### config.mk
export PLATFORM = sky130hd
export DESIGN_NAME = scarv_cop_sg_engine
export DESIGN_NICKNAME = d
export VERILOG_FILES = /design/src/rtl/scarv_cop_sg_engine.sv
export SDC_FILE = /design/constraint.sdc
export NUM_CORES = 1
export LEC_CHECK = 0
export ABC_AREA = 1
export CAP_MARGIN = 20
export CORE_MARGIN = 4
export CORE_UTILIZATION = 55
export CTS_BUF_LIST = sky130_fd_sc_hd__clkbuf_4
export DETAILED_ROUTE_END_ITERATION = 10
export GPL_ROUTABILITY_DRIVEN = 0
export PLACE_DENSITY_LB_ADDON = 0.25
export SETUP_SLACK_MARGIN = 0.15
export SLEW_MARGIN = 20
export SYNTH_ARGS = -nofsm -noshare
export SYNTH_HDL_FRONTEND = slang
export SYNTH_SLANG_ARGS = --single-unit
### constraint.sdc
create_clock -name g_clk -period 6.8 [get_ports g_clk]
set_input_delay 1.36 -clock g_clk [delete_from_list [all_inputs] [get_ports g_clk]]
set_output_delay 1.36 -clock g_clk [all_outputs]
set_load 0.005 [all_outputs]
### src/rtl/scarv_cop_sg_engine.sv
// Scatter/gather engine for the SCARV coprocessor. It makes one bus access per packed CPR
// element and writes gathered data back in a single all-or-nothing update.
module scarv_cop_sg_engine #(
   parameter int XLEN = 32,
   parameter int AW   = 32
) (
   input  logic                      g_clk,
   input  logic                      g_resetn,
   input  logic                      sg_ivalid,
   input  logic                      sg_is_store,
   input  logic [1:0]                sg_esize,
   input  logic [AW-1:0]             gpr_base,
   input  logic [XLEN-1:0]           cpr_offsets,
   input  logic [XLEN-1:0]           cpr_wdata,
   output logic                      sg_idone,
   output logic                      sg_addr_error,
   output logic                      sg_bus_error,
   output logic [$clog2(XLEN/8)-1:0] sg_fault_idx,
   output logic [XLEN-1:0]           sg_rd_wdata,
   output logic [XLEN/8-1:0]         sg_rd_ben,
   output logic                      mem_req,
   input  logic                      mem_gnt,
   output logic                      mem_wen,
   output logic [AW-1:0]             mem_addr,
   output logic [XLEN-1:0]           mem_wdata,
   output logic [XLEN/8-1:0]         mem_ben,
   input  logic                      mem_rvalid,
   input  logic [XLEN-1:0]           mem_rdata,
   input  logic                      mem_error
);
   localparam int NB = XLEN / 8;
   localparam int LW = $clog2(NB);

   typedef enum logic [2:0] {IDLE, REQ, RSP, DRAIN, FIN} state_t;

   state_t          state, state_nxt;
   logic [LW-1:0]   idx, lane_q, fin_idx;
   logic [XLEN-1:0] gbuf;
   logic            fin_aerr, fin_berr, fin_wb;

   function automatic logic [XLEN-1:0] elem_mask(input logic [1:0] es);
      int              w;
      logic [XLEN-1:0] one;
      w      = 8 << es;
      one    = '0;
      one[0] = 1'b1;
      return (w >= XLEN) ? '1 : (one << w) - one;
   endfunction

   function automatic logic [XLEN-1:0] field(input logic [XLEN-1:0] v, input logic [1:0] es,
                                             input int i);
      return (v >> (i << (int'(es) + 3))) & elem_mask(es);
   endfunction

   function automatic logic [AW-1:0] elem_addr(input logic [AW-1:0] base,
                                               input logic [XLEN-1:0] offs,
                                               input logic [1:0] es, input int i);
      return base + AW'(field(offs, es, i));
   endfunction

   function automatic logic misaligned(input logic [AW-1:0] a, input logic [1:0] es);
      return (int'(a[LW-1:0]) & ((1 << es) - 1)) != 0;
   endfunction

   int              nelem;
   logic            chk_err, last;
   logic [LW-1:0]   chk_idx, cur_lane;
   logic [AW-1:0]   cur_addr;
   logic [XLEN-1:0] emask, ins_data, gbuf_ins;
   int              sh;

   // Whole-instruction alignment check, done up front so a bad element issues no bus traffic.
   always_comb begin
      // NOTE: every output of a combinational block gets a default first, so no latch is inferred.
      nelem   = NB >> sg_esize;
      chk_err = 1'b0;
      chk_idx = '0;
      if (XLEN == 32 && sg_esize == 2'd3) begin
         chk_err = 1'b1;
      end else begin
         for (int i = NB - 1; i >= 0; i--) begin
            if (i < nelem && misaligned(elem_addr(gpr_base, cpr_offsets, sg_esize, i), sg_esize)) begin
               chk_err = 1'b1;
               chk_idx = LW'(i);
            end
         end
      end
   end

   always_comb begin
      emask    = elem_mask(sg_esize);
      sh       = int'(idx) << (int'(sg_esize) + 3);
      cur_addr = elem_addr(gpr_base, cpr_offsets, sg_esize, int'(idx));
      cur_lane = cur_addr[LW-1:0];
      ins_data = (mem_rdata >> (int'(lane_q) * 8)) & emask;
      gbuf_ins = (gbuf & ~(emask << sh)) | (ins_data << sh);
      last     = (int'(idx) == nelem - 1);
   end

   always_ff @(posedge g_clk) begin
      // NOTE: sequential state uses non-blocking assignments so all flops update together.
      if (!g_resetn) state <= IDLE;
      else           state <= state_nxt;
   end

   always_comb begin
      state_nxt = state;
      case (state)
         IDLE:  if (sg_ivalid) state_nxt = chk_err ? FIN : REQ;
         // A grant that coincides with an abort still owes us a response, so drain it.
         REQ:   if (mem_gnt)         state_nxt = sg_ivalid ? RSP : DRAIN;
                else if (!sg_ivalid) state_nxt = IDLE;
         RSP:   if (mem_rvalid)      state_nxt = !sg_ivalid ? IDLE : (mem_error || last) ? FIN : REQ;
                else if (!sg_ivalid) state_nxt = DRAIN;
         DRAIN: if (mem_rvalid) state_nxt = IDLE;
         FIN:   state_nxt = IDLE;
         default: state_nxt = IDLE;
      endcase
   end

   always_ff @(posedge g_clk) begin
      if (!g_resetn) begin
         idx      <= '0;
         lane_q   <= '0;
         gbuf     <= '0;
         fin_idx  <= '0;
         fin_aerr <= 1'b0;
         fin_berr <= 1'b0;
         fin_wb   <= 1'b0;
      end else begin
         case (state)
            IDLE: if (sg_ivalid) begin
               idx      <= '0;
               gbuf     <= '0;
               fin_aerr <= chk_err;
               fin_idx  <= chk_idx;
               fin_berr <= 1'b0;
               fin_wb   <= 1'b0;
            end
            REQ: if (mem_gnt) lane_q <= cur_lane;
            RSP: if (mem_rvalid && sg_ivalid) begin
               if (mem_error) begin
                  fin_berr <= 1'b1;
                  fin_idx  <= idx;
               end else begin
                  if (!sg_is_store) gbuf <= gbuf_ins;
                  if (last) fin_wb <= !sg_is_store;
                  else      idx    <= idx + 1'b1;
               end
            end
            default: ;
         endcase
      end
   end

   always_comb begin
      sg_idone      = 1'b0;
      sg_addr_error = 1'b0;
      sg_bus_error  = 1'b0;
      sg_fault_idx  = '0;
      sg_rd_wdata   = '0;
      sg_rd_ben     = '0;
      mem_req       = 1'b0;
      mem_wen       = 1'b0;
      mem_addr      = '0;
      mem_wdata     = '0;
      mem_ben       = '0;
      case (state)
         REQ: begin
            mem_req  = 1'b1;
            mem_wen  = sg_is_store;
            mem_addr = cur_addr & ~AW'(NB - 1);
            if (sg_is_store) begin
               mem_wdata = field(cpr_wdata, sg_esize, int'(idx)) << (int'(cur_lane) * 8);
               mem_ben   = NB'((1 << (1 << sg_esize)) - 1) << cur_lane;
            end
         end
         FIN: begin
            sg_idone      = 1'b1;
            sg_addr_error = fin_aerr;
            sg_bus_error  = fin_berr;
            sg_fault_idx  = fin_idx;
            if (fin_wb) begin
               sg_rd_ben   = '1;
               sg_rd_wdata = gbuf;
            end
         end
         default: ;
      endcase
   end
endmodule

==> key figures, run 1 <==
Clock tree
  • Clk sinks: 44
  • Hold buffers post-CTS: 0
  • Clock buffer depth: 2
  • Num CTS Buffers: 5
  • Clock root buffer: clkbuf_4
  • H-Tree Depth: 2

Floorplan
  • # IOs: between 200 and 250
  • Die width: 161.0 microns
  • Vert. Die Dim: 161.0 microns
  • Initial Util: ~56%
  • Row Count: 55

Synthesis
  • Mean post-synth cell area: between 4 and 5 sq um
  • Yosys Warn Count: 0
  • Synthesized cell area: between 0.01 and 0.015 sq mm
  • Register area share after synthesis: 6.840%
  • Synth area leaders: nand2_1, nand3_1, nor2_1
  • Most frequent cells after synthesis: nand2_1, nand3_1, nor2_1
  • Yosys cell types: 55
  • Async SR Flop Fraction: 0%
  • Post-synth EDFFs: 0
  • Synth Register Bits: 44
  • Most used flip-flop cell after synthesis: dfxtp_1
  • Yosys top cell area share: around 28%
  • Gate Count Post-Synth: 2,632
  • Leading area contributor after synthesis: nand2_1
  • Count leader, synth: nand2_1

Outcome
  • Err: [ERROR GRT-0232] Routing congestion too high. Check the congestion heatmap in the GUI.
  • Stop stage: global routing
  • Status: aborted with a tool error

Global route
  • Total grt overflow: 3
  • Antenna violations before repair: 20
  • GRT Overall Usage: 73.66%
  • Largest net degree at the start of global routing: 68

Place
  • Placed cell area: 0.01714 sq mm
  • Port-buffer cells: 245
  • HPWL reported at the end of detailed placement: 44.14 mm

STA
  • Worst_ep kind: primary output
  • Worst Endpoint after GRT Repair: mem_addr[30]
cells by family after synthesis:
logic type | synth area share (%)
adder cells (fa/ha/maj) | 4.916
flip-flops | 6.840
other | 0.02912
buffers and inverters | 12.21
AO/OA/AOI/OAI | 17.33
XOR/XNOR | 1.088
AND/OR/NAND/NOR | 57.19
multiplexers | 0.3886
metal layers:
| metal | GRT usage (%) | overflow |
|---|---|---|
| met1 | 73.01 | 0 |
| met2 | 84.15 | 2 |
| met3 | 68.21 | 0 |
| met4 | 67.12 | 1 |
| met5 | 50.38 | 0 |
metrics by stage:
step	cells	TNS, ns	setup WS, ns	hold slack [ns]
CTS	3347	0	0.05322	0.4765
detailed placement	3310	-41.77	-1.082	0.4584
floorplan	2633	0	0.2981	0.4436
global placement	3310	-30.94	-0.8211	0.4515
timing repair:
item | 4_1_cts
gates cloned | 2
pin swaps | 73
resized for setup | 195
buffers inserted | 27
endpoints found under the setup margin | 66
==> inputs of run 2 (changes only) <==
- CORE_UTILIZATION: 55 -> 40
- CTS_BUF_LIST: sky130_fd_sc_hd__clkbuf_4 -> not set
- PLACE_DENSITY_LB_ADDON: 0.25 -> 0.15
- SETUP_SLACK_MARGIN: 0.15 -> not set
==> run 2 against run 1 <==
- the flow now finishes, with violations (setup timing)
- synthesized area unchanged
- synthesized cell count unchanged
==> key figures, run 2 <==
Final layout
  • Max FFs per register: 32
  • Commonest non-fill, non-tap cell in the layout: nand2_1
  • Fillers: 3,179
  • Biggest regs: gbuf x32, state x3
  • Commonest cells after routing, fill and taps aside: nand2_1, nand3_1, buf_4
  • Top reg by flops: gbuf
  • Antenna diodes: 0
  • Proportion of layout cells with a drive suffix above 1: 17.47%
  • Area Overhead vs Synth: 43.36%
  • Layout Nets: 3,231

Global route
  • First-pass GRT wire length: 92.19 mm
  • Antenna violations before repair: 0
  • Largest net degree at the start of global routing: between 70 and 80
  • GRT Overall Usage: between 30% and 40%
  • Total grt overflow: 0
  • Via count of the first global-routing pass: 18.08k

Outcome
  • Status: complete, but fails checks (was aborted with a tool error)
  • Violations in the final reports: setup timing

Synthesis
  • Mean post-synth cell area: 4.893 sq um (unchanged)
  • Async SR Flop Fraction: 0% (unchanged)
  • Yosys Warn Count: 0 (unchanged)
  • Most used flip-flop cell after synthesis: dfxtp_1 (unchanged)
  • Count leader, synth: nand2_1 (unchanged)
  • Synth Area in Adders: 4.916% (unchanged)
  • Yosys top cell area share: 27.54% (unchanged)
  • Synth area leaders: nand2_1, nand3_1, nor2_1 (unchanged)
  • Register area share after synthesis: 6.840% (unchanged)
  • Largest family of logic cells by synthesized area: simple AND/OR/NAND/NOR gates (unchanged)
  • Gate Count Post-Synth: 2,632 (unchanged)
  • Mux contribution to synthesized area: 0.3886% (unchanged)
  • Synth Register Bits: 44 (unchanged)
  • Most frequent cells after synthesis: nand2_1, nand3_1, nor2_1 (unchanged)
  • Synth Area in Simple Gates: 57.19% (unchanged)
  • Leading area contributor after synthesis: nand2_1 (unchanged)
  • Post-synth EDFFs: 0 (unchanged)
  • Post-Synth XOR/XNOR Area: 1.088% (unchanged)
  • Synth Area in Compound Gates: 17.33% (unchanged)
  • Synthesized cell area: 0.01288 sq mm (unchanged)
  • Yosys cell types: 55 (unchanged)

Routing
  • DRC: 0
  • Final antenna-violating net count: 0
  • Routed WL: 59.79 mm
  • Vias per inst: 5.759
  • WL/cell: approximately 17 microns
  • 1st-iter DRT viols: around 2.8k
  • DRT Pass-1 Iters: 10
  • Via count: 19.85k

STA
  • Final worst path period need: 6.804 ns
  • Endpoints failing hold: 0
  • Final period util: 100.1%
  • Worst Skew: 0.005165 ns
  • Max-slew violations: 0
  • Worst Tran Pin Value: 1.055 ns
  • FMAX: 0.1470 GHz
  • RSZ-0062 raised after global routing: yes
  • Worst Setup Slack, final: -0.003700 ns
  • Final hold slack: 0.4677 ns
  • Final setup TNS: -0.003700 ns
  • Setup violations, final: 1
  • Max-slew headroom: between 20% and 30%

Worst setup path
  • Slowest cell delay on critical path: about 0.35 ns
  • R2R Setup Slk: 2.95 ns
  • WP data required: 5.44 ns
  • Kind of critical path: input port to primary output
  • Critical path fanouts, max: 8
  • Worst Setup End Kind: primary output
  • CP arrival: between 5 and 6 ns
  • Worst setup SP type: input port
  • Most used cell, CP: nand2_1
  • Slowest stage cell, crit path: fa_2

Clock tree
  • Clock buffer depth: 2 (unchanged)
  • Clk sinks: 44 (unchanged)
  • Clock Pin Slew Worst Setup and Hold Paths: ~0.06 ns
  • Num CTS Buffers: 5 (unchanged)
  • Clock root buffer: clkbuf_16 (was clkbuf_4)
  • H-Tree Depth: 2 (unchanged)
  • Insertion delay to the later sink of the worst-skew pair: 0.29 ns
  • TritonCTS clock tree: yes

Floorplan
  • Initial Util: 40.71% (was 56.37%)
  • # IOs: 248 (unchanged)
  • Die area: 0.03513 sq mm
  • Total core area: between 0.03 and 0.04 sq mm
  • Vert. Die Dim: 187.4 microns (was 161.0 microns)
  • Die width: 187.4 microns (was 161.0 microns)
  • Row Count: 65 (was 55)

Power and ir drop
  • Lkg Pwr: 9.108 nW
  • Pwr Density: between 100 and 150 mW/mm^2
  • Pwr Total: about 0.0022 W
  • Max VDD drop: 0.09923 mV

Worst hold path
  • Worst Hold Class: flop to flop

Place
  • HPWL reported at the end of detailed placement: 45.58 mm (was 44.14 mm)
  • Port-buffer cells: 245 (unchanged)

Flow run
  • Max capacitance violation total: 0
[run 2: cell counts after synthesis]
Identical to the previous run, type by type.
[run 2: kinds of logic after synthesis]
group,count (synthesis)
multiplexers,5
AND/OR/NAND/NOR,1735
AO/OA/AOI/OAI,415
other,1
flip-flops,44
buffers and inverters,366
XOR/XNOR,16
adder cells (fa/ha/maj),50
[run 2: worst paths after layout]
path,start,to,cells past startpoint
worst min-delay path,gbuf[0],gbuf[0],2
worst max register to register,lane_q[0],gbuf[31],15
worst min register to register,gbuf[0],gbuf[0],2
worst max-delay path,sg_esize[0],mem_addr[24],37
[run 2: timing repair]
action                     CTS  global route
buffers inserted            26             7
hold buffers                 0             0
pin swaps                   39            59
gates cloned                 1             1
resized for setup          128           147
setup endpoints to repair   66            55
[run 2: worst max-delay path: cells and delay by family]
family	cells	cell delay, ns
adders and majority gates	3	0.80
and+or+nand+nor	18	1.43
buffers and inverters	8	0.87
AOI/OAI and AO/OA	8	0.99
[run 2: metrics by stage]
stage / util [%] / setup WS, ns / area [sq um] / std cells
global route: 58.36 / -0.2690 / 18460 / 3447
finish: 58.36 / -0.003700 / 18460 / 3447
CTS: 56.88 / -0.05969 / 17990 / 3439
global placement: 54.74 / -0.8909 / 17320 / 3405
detailed placement: 54.74 / -1.214 / 17320 / 3405
floorplan: - / 0.2981 / 12880 / 2633
[run 2: report_power, final]
part,total [W],internal [W],switching (W)
Sequential,0.000272,0.000263,0.00000829
Combinational,0.00165,0.000699,0.000956
Clock,0.000280,0.000173,0.000107
[run 2: cell type report]
type / count / area [sq um] / area share [%]
clock buffers: 5 / 125.1 / 0.6777
clock inverters: 3 / 42.54 / 0.2304
inverters: 192 / 735.7 / 3.985
multi-input cells: 2225 / 11170 / 60.49
flip-flops and latches: 44 / 880.8 / 4.771
well taps: 402 / 503.0 / 2.724
repair buffers: 576 / 5007 / 27.12
[run 2: routing by layer]
layer | up-vias | GRT usage (%) | wire (microns)
li1 | 9506 | - | -
met1 | 8967 | 41.63 | 24530
met2 | 1184 | 52.08 | 26810
met3 | 193 | 3.415 | 5691
met4 | 0 | 11.04 | 2755
met5 | - | 0 | 0
Power figures use the tool's default switching activity.
==> inputs of run 3 (changes only) <==
- HOLD_SLACK_MARGIN: not set -> 0.08
==> results of run 3 <==
Same layout as run 2: the final DEF is identical, and so are final timing and power.
